### src/rtl/gate_seq_if.sv
// Bundles the controller-facing signals of gate_seq. The gate_seq side uses the master modport.
// GSEQ_CAPTURE_EN adds the cap capture bus.
interface gate_seq_if;
    logic       start;
    logic       a;
    logic       b;
    logic       c;
    logic       busy;
    logic       done;
    logic       pass;
    logic [2:0] err_cnt;
    logic [1:0] vec_idx;
`ifdef GSEQ_CAPTURE_EN
    logic [3:0] cap;
`endif

    modport master (
        input  start,
        input  c,
        output a,
        output b,
        output busy,
        output done,
        output pass,
        output err_cnt,
        output vec_idx
`ifdef GSEQ_CAPTURE_EN
        , output cap
`endif
    );

    modport slave (
        output start,
        output c,
        input  a,
        input  b,
        input  busy,
        input  done,
        input  pass,
        input  err_cnt,
        input  vec_idx
`ifdef GSEQ_CAPTURE_EN
        , input cap
`endif
    );
endinterface

### src/rtl/gate_seq.sv
// Purpose: sweeps a 2-input gate through 00,01,10,11 and checks c against truth table EXP.
// Latency: start at edge E -> busy after E, done pulse in the cycle after edge E+4*STEP.
// Backpressure: none; start is ignored while busy or in FIN. GSEQ_CAPTURE_EN adds cap.
module gate_seq #(
    parameter int          STEP = 4,
    parameter logic [3:0]  EXP  = 4'b1110,
    parameter int          CW   = 8
) (
    input  logic          clk,
    input  logic          rst_n,
    gate_seq_if.master    io
);
    typedef enum logic [1:0] {IDLE, DRIVE, FIN} state_t;

    localparam logic [CW-1:0] LAST = CW'(STEP - 1);

    state_t        state;
    logic [CW-1:0] cnt;
    logic [1:0]    vec;
    logic [2:0]    err;
    logic          a_q;
    logic          b_q;
    logic          busy_q;
    logic          done_q;
    logic          pass_q;
    logic          miss;
    logic [2:0]    err_nxt;
    logic [1:0]    vec_nxt;
`ifdef GSEQ_CAPTURE_EN
    logic [3:0]    cap_q;
`endif

    // Only meaningful at the sample edge; c is ignored everywhere else.
    assign miss    = (io.c != EXP[vec]);
    assign err_nxt = err + {2'b00, miss};
    assign vec_nxt = vec + 2'd1;

    always_ff @(posedge clk or negedge rst_n) begin
        if (!rst_n) begin
            state  <= IDLE;
            cnt    <= '0;
            vec    <= 2'd0;
            err    <= 3'd0;
            a_q    <= 1'b0;
            b_q    <= 1'b0;
            busy_q <= 1'b0;
            done_q <= 1'b0;
            pass_q <= 1'b0;
`ifdef GSEQ_CAPTURE_EN
            cap_q  <= 4'b0000;
`endif
        end else begin
            case (state)
                IDLE: begin
                    done_q <= 1'b0;
                    a_q    <= 1'b0;
                    b_q    <= 1'b0;
                    if (io.start) begin
                        state  <= DRIVE;
                        busy_q <= 1'b1;
                        vec    <= 2'd0;
                        cnt    <= '0;
                        err    <= 3'd0;
                        pass_q <= 1'b0;
`ifdef GSEQ_CAPTURE_EN
                        cap_q  <= 4'b0000;
`endif
                    end
                end
                DRIVE: begin
                    if (cnt == LAST) begin
                        cnt <= '0;
                        err <= err_nxt;
`ifdef GSEQ_CAPTURE_EN
                        cap_q[vec] <= io.c;
`endif
                        if (vec != 2'd3) begin
                            vec <= vec_nxt;
                            a_q <= vec_nxt[1];
                            b_q <= vec_nxt[0];
                        end else begin
                            // Pass uses the count including this last sample.
                            state  <= FIN;
                            busy_q <= 1'b0;
                            done_q <= 1'b1;
                            pass_q <= (err_nxt == 3'd0);
                            vec    <= 2'd0;
                            a_q    <= 1'b0;
                            b_q    <= 1'b0;
                        end
                    end else begin
                        cnt <= cnt + 1'b1;
                    end
                end
                FIN: begin
                    state  <= IDLE;
                    done_q <= 1'b0;
                end
                default: begin
                    state  <= IDLE;
                    busy_q <= 1'b0;
                    done_q <= 1'b0;
                end
            endcase
        end
    end

    assign io.a       = a_q;
    assign io.b       = b_q;
    assign io.busy    = busy_q;
    assign io.done    = done_q;
    assign io.pass    = pass_q;
    assign io.err_cnt = err;
    assign io.vec_idx = vec;
`ifdef GSEQ_CAPTURE_EN
    assign io.cap     = cap_q;
`endif
endmodule
### src/flat_wrapper.sv
// flat-port wrapper written by rule: the top's interface ports become plain ports
module gate_seq_flat 
#(
    parameter int          STEP = 4,
    parameter logic [3:0]  EXP  = 4'b1110,
    parameter int          CW   = 8
)
  (clk, rst_n, io_start, io_c, io_a, io_b, io_busy, io_done, io_pass, io_err_cnt, io_vec_idx);
  gate_seq_if io_i ();
  input  logic clk;
  input  logic rst_n;
  input wire logic [$bits(io_i.start)-1:0] io_start;
  input wire logic [$bits(io_i.c)-1:0] io_c;
  output wire logic [$bits(io_i.a)-1:0] io_a;
  output wire logic [$bits(io_i.b)-1:0] io_b;
  output wire logic [$bits(io_i.busy)-1:0] io_busy;
  output wire logic [$bits(io_i.done)-1:0] io_done;
  output wire logic [$bits(io_i.pass)-1:0] io_pass;
  output wire logic [$bits(io_i.err_cnt)-1:0] io_err_cnt;
  output wire logic [$bits(io_i.vec_idx)-1:0] io_vec_idx;
  assign io_i.start = io_start;
  assign io_i.c = io_c;
  assign io_a = io_i.a;
  assign io_b = io_i.b;
  assign io_busy = io_i.busy;
  assign io_done = io_i.done;
  assign io_pass = io_i.pass;
  assign io_err_cnt = io_i.err_cnt;
  assign io_vec_idx = io_i.vec_idx;
  gate_seq #(.STEP(STEP), .EXP(EXP), .CW(CW)) u_core (.clk(clk), .rst_n(rst_n), .io(io_i));
endmodule
### config.mk
export PLATFORM = sky130hd
export DESIGN_NAME = gate_seq_flat
export DESIGN_NICKNAME = d
export VERILOG_FILES = /design/src/rtl/gate_seq_if.sv /design/src/rtl/gate_seq.sv /design/src/flat_wrapper.sv
export SDC_FILE = /design/constraint.sdc
export NUM_CORES = 1
export LEC_CHECK = 0
export BUFFER_PORTS_ARGS = -buffer_cell sky130_fd_sc_hd__buf_4
export CAP_MARGIN = 40
export CORE_MARGIN = 5
export CORE_UTILIZATION = 50
export CTS_CLUSTER_SIZE = 25
export DETAILED_ROUTE_END_ITERATION = 10
export GPL_TIMING_DRIVEN = 0
export HOLD_SLACK_MARGIN = 0.12
export PLACE_DENSITY = 0.72
export SLEW_MARGIN = 15
export SYNTH_ARGS = -nofsm -noshare
export SYNTH_HDL_FRONTEND = slang
export SYNTH_SLANG_ARGS = --single-unit
### constraint.sdc
create_clock -name clk -period 2.55 [get_ports clk]
set_clock_uncertainty 0.15 [all_clocks]
set_input_delay 0.255 -clock clk [delete_from_list [all_inputs] [get_ports clk]]
set_output_delay 0.255 -clock clk [all_outputs]
set_load 0.02 [all_outputs]
==> metrics.yaml, run 1 <==
status:
  outcome: "completed"
floorplanning:
  top_level_ports: 14
  core.rowCount: 16
  core_region_area_um2: 2000
  start_util_pct: 53.2
  dieArea_um2: 3160
  die_y_um: 56.2
  die_w_um: 56.2
drt:
  drt-total-wl_mm: 2.22
  drt_pass1_iterations: 4
  drtIter0Drc: 33
  vias: 910
  antenna_left: 0
  vias_per_cell: 5.83
  route.detailed.drc: 0
  wire_per_inst_um: 14.2
power_and_ir_drop:
  p_int_w: 0.000865
  switchingPower_w: 0.000617
  clkPwrFrac_pct: 12.1
  power_leakage_nw: 0.599
  power_frac_comb_pct: 49.9
  power.density_nw_per_um2: 1180
  peakVddDrop_mv: 0.745
  swShare_pct: 41.6
  pwr-share-seq_pct: 38.0
clock_network:
  cts_max_level: 1
  post_cts_resized: 0
  cts_tree: "yes"
  clockRootBuffer: "clkbuf_4"
  cts_made_buffers: 3
  clock_latency_ns: 0.30
  cts.sinks: 20
  clockBufferDepth: 2
  clkTransAtPathRegs_ns: 0.11
hold_path:
  hold_path_class: "in2async"
cells_and_area:
  final_cells: 156
  diodes: 0
  mostFrequentLayoutCells: "20 x dfrtp_1, 14 x nand3_1, 13 x buf_4"
  syn2layout_area_growth_pct: 17.6
  drive_gt1_share_pct: 18.6
  nets: 139
  final_common_cell: "dfrtp_1"
  n_fill_cell: 183
  design_area_um2: 1250
worst_setup_path:
  worst-path-max-fanout: 5
  end_kind: "flop"
  crit_chain: "ha_1 -> or4b_4 -> nor3_1 -> and4b_1 -> a211o_1"
  cp_slowest_cell: "or4b_4"
  crit_type: "reg2reg"
  arrival_ns: 2.31
  cp-start-kind: "flop"
  required_ns: 2.64
  path_buf_inv: 0
  cp_slowest_stage_delay_ns: 0.51
  cp_top_family: "simple AND/OR/NAND/NOR gates"
placed_design:
  port_buffers: 13
  hpwl_mm: 1.62
  dp.cells: 150
  place_area_um2: 1200
  place_congestion: 0.852
logic_synthesis:
  yosysSeqAreaShare_pct: 46.9
  syn_area_um2: 1070
  yosys_warnings: 0
  syn_area_per_cell_um2: 9.69
  synth_cell_types: 35
  synth_seq_cells: 20
  synth_fp_nets: 119
  syn_inst: 110
timing:
  holdWs_ns: 0.210
  timing_hold_violations_final: 0
  min_period_ns: 2.22
  finalSetupViolCount: 0
  fmax_mhz: 451
  rsz0062_at_grt: "false"
  slew_headroom_pct: 50.9
  period_share_pct: 87.0
  fin_tns_setup_ns: 0
  final_max_slew_viol_count: 0
  tightest_slew_ns: 0.732
global_routing:
  busiest_layer: "met2"
  antenna_found_initial: 0
  grt.overflow.total: 0
  grt_pass1_vias: 843
  met3_usage_pct: 5.34
  grt_max_degree: 21
  grt_usage_pct: 15.3
  grt_pass1_wl_mm: 3.86
  grt_util_met2_pct: 24.2
  met1_usage_pct: 20.6
flow_run:
  drv_cap: 0
-- kinds of logic after synthesis --
| group | synth area share, % |
|---|---|
| and+or+nand+nor | 22.0 |
| AOI/OAI and AO/OA | 17.8 |
| DFF | 46.9 |
| buffers and inverters | 3.64 |
| adders and majority gates | 5.87 |
| xor gates and xnor gates | 1.64 |
| muxes | 2.11 |
-- worst paths after layout --
kind                                from                   end  slack [ns]  depth (start not counted)
max                        u_core.cnt[0]  u_core.io.err_cnt[2]        0.33                          5
min                                rst_n         u_core.cnt[6]        0.21                          2
max reg2reg                u_core.cnt[0]  u_core.io.err_cnt[2]        0.33                          5
min reg2reg                u_core.cnt[7]         u_core.cnt[7]        0.37                          1
max in group asynchronous          rst_n           u_core.io.b        1.83                          2
min in group clk           u_core.cnt[7]         u_core.cnt[7]        0.37                          1
-- per-stage QoR --
stage,setup slack (ns),utilization (%),power (W)
floorplan,0.495,-,0.00107
global placement,0.394,59.8,0.00128
detailed placement,0.372,59.8,0.00131
CTS,0.354,62.1,0.00149
global route,0.150,62.6,0.00161
finish,0.332,62.6,0.00148
-- layout make-up --
| class | instances | area (µm²) | share of cell area [%] |
|---|---|---|---|
| inverter | 4 | 15.0 | 1.20 |
| tap | 27 | 33.8 | 2.69 |
| clock buffer | 4 | 36.3 | 2.89 |
| buffer | 4 | 23.8 | 1.90 |
| multi-input combinational | 82 | 527 | 42.0 |
| timing repair buffer | 15 | 118 | 9.38 |
| sequential | 20 | 500 | 39.9 |
-- state kept, by name (all words and copies together), names as in the netlist --
register	cells
u_core.io.done	1
u_core.cnt	8
u_core.io.busy	1
u_core.io.a	1
u_core.io.vec_idx	2
u_core.io.b	1
u_core.state	2
u_core.io.err_cnt	3
u_core.io.pass	1
-- power groups by stage --
stage | Combinational [W] | Sequential, W | Clock, W
after floorplan | 0.000438 | 0.000627 | 0
after global placement | 0.000720 | 0.000558 | 0
after detailed placement | 0.000744 | 0.000567 | 0
after CTS | 0.000745 | 0.000561 | 0.000188
after global routing | 0.000830 | 0.000582 | 0.000203
final | 0.000740 | 0.000563 | 0.000179
-- synthesized netlist by cell type (all sizes together) --
cell type | count | share of area, %
and3 | 1 | 0.59
a311oi | 1 | 0.82
a211o | 1 | 0.82
a21o | 2 | 1.5
ha | 5 | 5.9
buf | 3 | 1.9
nor3 | 3 | 1.4
a21oi | 4 | 1.9
or4 | 1 | 0.70
nor2 | 8 | 2.8
nand3 | 14 | 6.6
nor2b | 1 | 0.59
inv | 4 | 1.4
mux2 | 2 | 2.1
o2bb2ai | 1 | 0.82
clkbuf | 1 | 0.35
dfrtp | 20 | 47
or3 | 1 | 0.59
and4b | 1 | 0.94
nand2 | 10 | 3.5
or4b | 1 | 1.3
nor4 | 3 | 1.8
xnor2 | 1 | 0.82
or2 | 1 | 0.59
a22o | 5 | 4.1
o211ai | 2 | 1.4
xor2 | 1 | 0.82
o21ai | 9 | 4.6
nand4 | 1 | 0.59
a32o | 2 | 1.9
-- routing by layer --
metal | up-vias | routed length [µm]
li1 | 450 | -
met1 | 430 | 1040
met2 | 28 | 1050
met3 | 2 | 122
met4 | 0 | 13
met5 | - | 0
-- worst register-to-register path, stage by stage (launching register included) --
cell     delay (ns)
dfrtp_1        0.40
ha_1           0.23
or4b_4         0.51
nor3_1         0.49
and4b_1        0.29
a211o_1        0.10
-- what timing repair did --
| item | CTS | global route |
|---|---|---|
| setup buffers | 0 | 0 |
| endpoints found under the hold margin | 20 | 1 |
| hold buffers | 1 | 1 |
Power figures use the tool's default switching activity.
==> run 2: changes to the inputs <==
--- a/config.mk
+++ b/config.mk
@@ -13,7 +13,7 @@
 export DETAILED_ROUTE_END_ITERATION = 10
 export GPL_TIMING_DRIVEN = 0
 export HOLD_SLACK_MARGIN = 0.12
-export PLACE_DENSITY = 0.72
+export PLACE_DENSITY = 0.71
 export SLEW_MARGIN = 15
 export SYNTH_ARGS = -nofsm -noshare
 export SYNTH_HDL_FRONTEND = slang
==> run 2 against run 1 <==
Compared with the run above:
- setup slack improved by 0.0039 ns
- register-to-register slack about the same
- critical path depth is the same
- largest cell class unchanged
- clock power up 43%
==> metrics.yaml, run 2 (synthesis results as in run 1) <==
status:
  outcome: "completed"
clock_network:
  cts_made_buffers: 3
  clockBufferDepth: 2
  clkTransAtPathRegs_ns: 0.12
  clock_latency_ns: 0.31
  cts_max_level: 1
  post_cts_resized: 0
  cts_tree: "yes"
  clockRootBuffer: "clkbuf_4"
  cts.sinks: 20
worst_setup_path:
  cp_slowest_cell: "or4b_4"
  worst-path-max-fanout: 5
  reg2reg_setup_slack_ns: 0.34
  r2r-end: "u_core.io.vec_idx[1]"
  r2r_start: "u_core.cnt[0]"
  crit_chain: "ha_1 -> or4b_4 -> nor3_1 -> nand3_1 -> o211ai_1"
  required_ns: 2.61
  arrival_ns: 2.27
  crit_type: "reg2reg"
  end_kind: "flop"
  ff2ff_path_depth: 5
  cp-start-kind: "flop"
  cp_slowest_stage_delay_ns: 0.51
drt:
  drt-met1-wl_mm: 1.05
  vias_per_cell: 5.79
  antenna_left: 0
  route.detailed.drc: 0
  wire_per_inst_um: 14.1
  met3WireLength_um: 121
  drt-total-wl_mm: 2.20
  drtIter0Drc: 23
  wl_met2_mm: 1.02
  vias: 904
  drt_pass1_iterations: 4
  top_layer_used: "met4"
timing:
  fmax_mhz: 452
  timing_hold_violations_final: 0
  tightest_slew_ns: 0.673
  rsz0062_at_grt: "false"
  period_share_pct: 86.8
  min_period_ns: 2.21
  final_max_slew_viol_count: 0
  finalSetupViolCount: 0
  slew_headroom_pct: 54.8
  fin_tns_setup_ns: 0
floorplanning:
  start_util_pct: 53.2
  die_w_um: 56.2
  core.rowCount: 16
  core_region_area_um2: 2000
  die_y_um: 56.2
  dieArea_um2: 3160
  top_level_ports: 14
cells_and_area:
  diodes: 0
  top_register: "u_core.cnt"
  ff_latch_area_um2: 500
  multiInputGateArea_um2: 527
  drive_gt1_share_pct: 18.6
  post-route-util_pct: 63.4
  mostFrequentLayoutCells: "20 x dfrtp_1, 14 x nand3_1, 13 x buf_4"
  n_fill_cell: 177
  final_cells: 156
  nets: 139
  final_common_cell: "dfrtp_1"
  syn2layout_area_growth_pct: 19.1
  largest_reg_flops: 8
power_and_ir_drop:
  peakVddDrop_mv: 0.779
  power.density_nw_per_um2: 1230
  power_leakage_nw: 0.606
  finalPower_w: 0.00156
global_routing:
  antenna_found_initial: 0
  grt_pass1_vias: 883
  grt_pass1_wl_mm: 3.93
  grt_usage_pct: 15.8
  grt.overflow.total: 0
  grt_max_degree: 21
placed_design:
  dp.cells: 150
  hpwl_mm: 1.64
  place_congestion: 0.833
  port_buffers: 13
flow_run:
  drv_cap: 0
hold_path:
  hold_path_class: "in2async"
## run 2: cell count changes in the layout (fill, tap and decap cells not counted), sizes merged
cell    delta
bufinv     +1
clkbuf     -1
## run 2: routing by layer
metal,GRT usage [%],vias to the layer above
met4,6.10,0
met1,20.1,423
li1,-,451
met5,0,-
met2,24.7,28
met3,5.34,2
## run 2: worst max-delay path: cells and delay by family (launching register included)
| family | cells | cell delay, ns |
|---|---|---|
| fa+ha+maj | 1 | 0.22 |
| simple gates | 3 | 1.19 |
| compound gates | 1 | 0.15 |
| flops | 1 | 0.40 |
## run 2: what timing repair did
action	in CTS	in global routing
endpoints found under the hold margin	21	0
hold buffers	2	0
setup buffers	0	0
## run 2: power breakdown
group          internal [W]  switching, W  total (W)  leakage [nW]
Combinational      0.000339      0.000404   0.000743         0.325
Clock              0.000159     0.0000970   0.000256        0.0279
Sequential         0.000439      0.000121   0.000560         0.253
## run 2: final cells by class
cell class / instances / share of cell area [%]
clock inverter: 1 / 2.36
clock buffer: 3 / 1.77
buffer: 4 / 1.87
sequential: 20 / 39.4
timing repair buffer: 15 / 9.26
tap: 27 / 2.66
inverter: 4 / 1.18
multi-input combinational: 82 / 41.5
## run 2: per-stage QoR
step                      setup WS [ns]  cell area [µm²]  hold WS [ns]
after floorplan                   0.495             1070        -0.191
after global placement            0.405             1200      -0.00257
after detailed placement          0.359             1200      -0.00279
after CTS                         0.320             1270         0.196
after global routing              0.117             1270         0.186
final                             0.336             1270         0.196
## run 2: worst max-delay path by stage
stage	to	cells after the start	from	slack, ns
finish	u_core.io.vec_idx[1]	5	u_core.cnt[0]	0.34
global route	u_core.io.vec_idx[1]	5	u_core.cnt[0]	0.12
CTS	u_core.io.vec_idx[1]	5	u_core.cnt[0]	0.32
detailed placement	u_core.io.err_cnt[2]	5	u_core.cnt[0]	0.36
global placement	u_core.io.err_cnt[2]	5	u_core.cnt[0]	0.40
floorplan	u_core.io.err_cnt[0]	6	u_core.cnt[0]	0.50
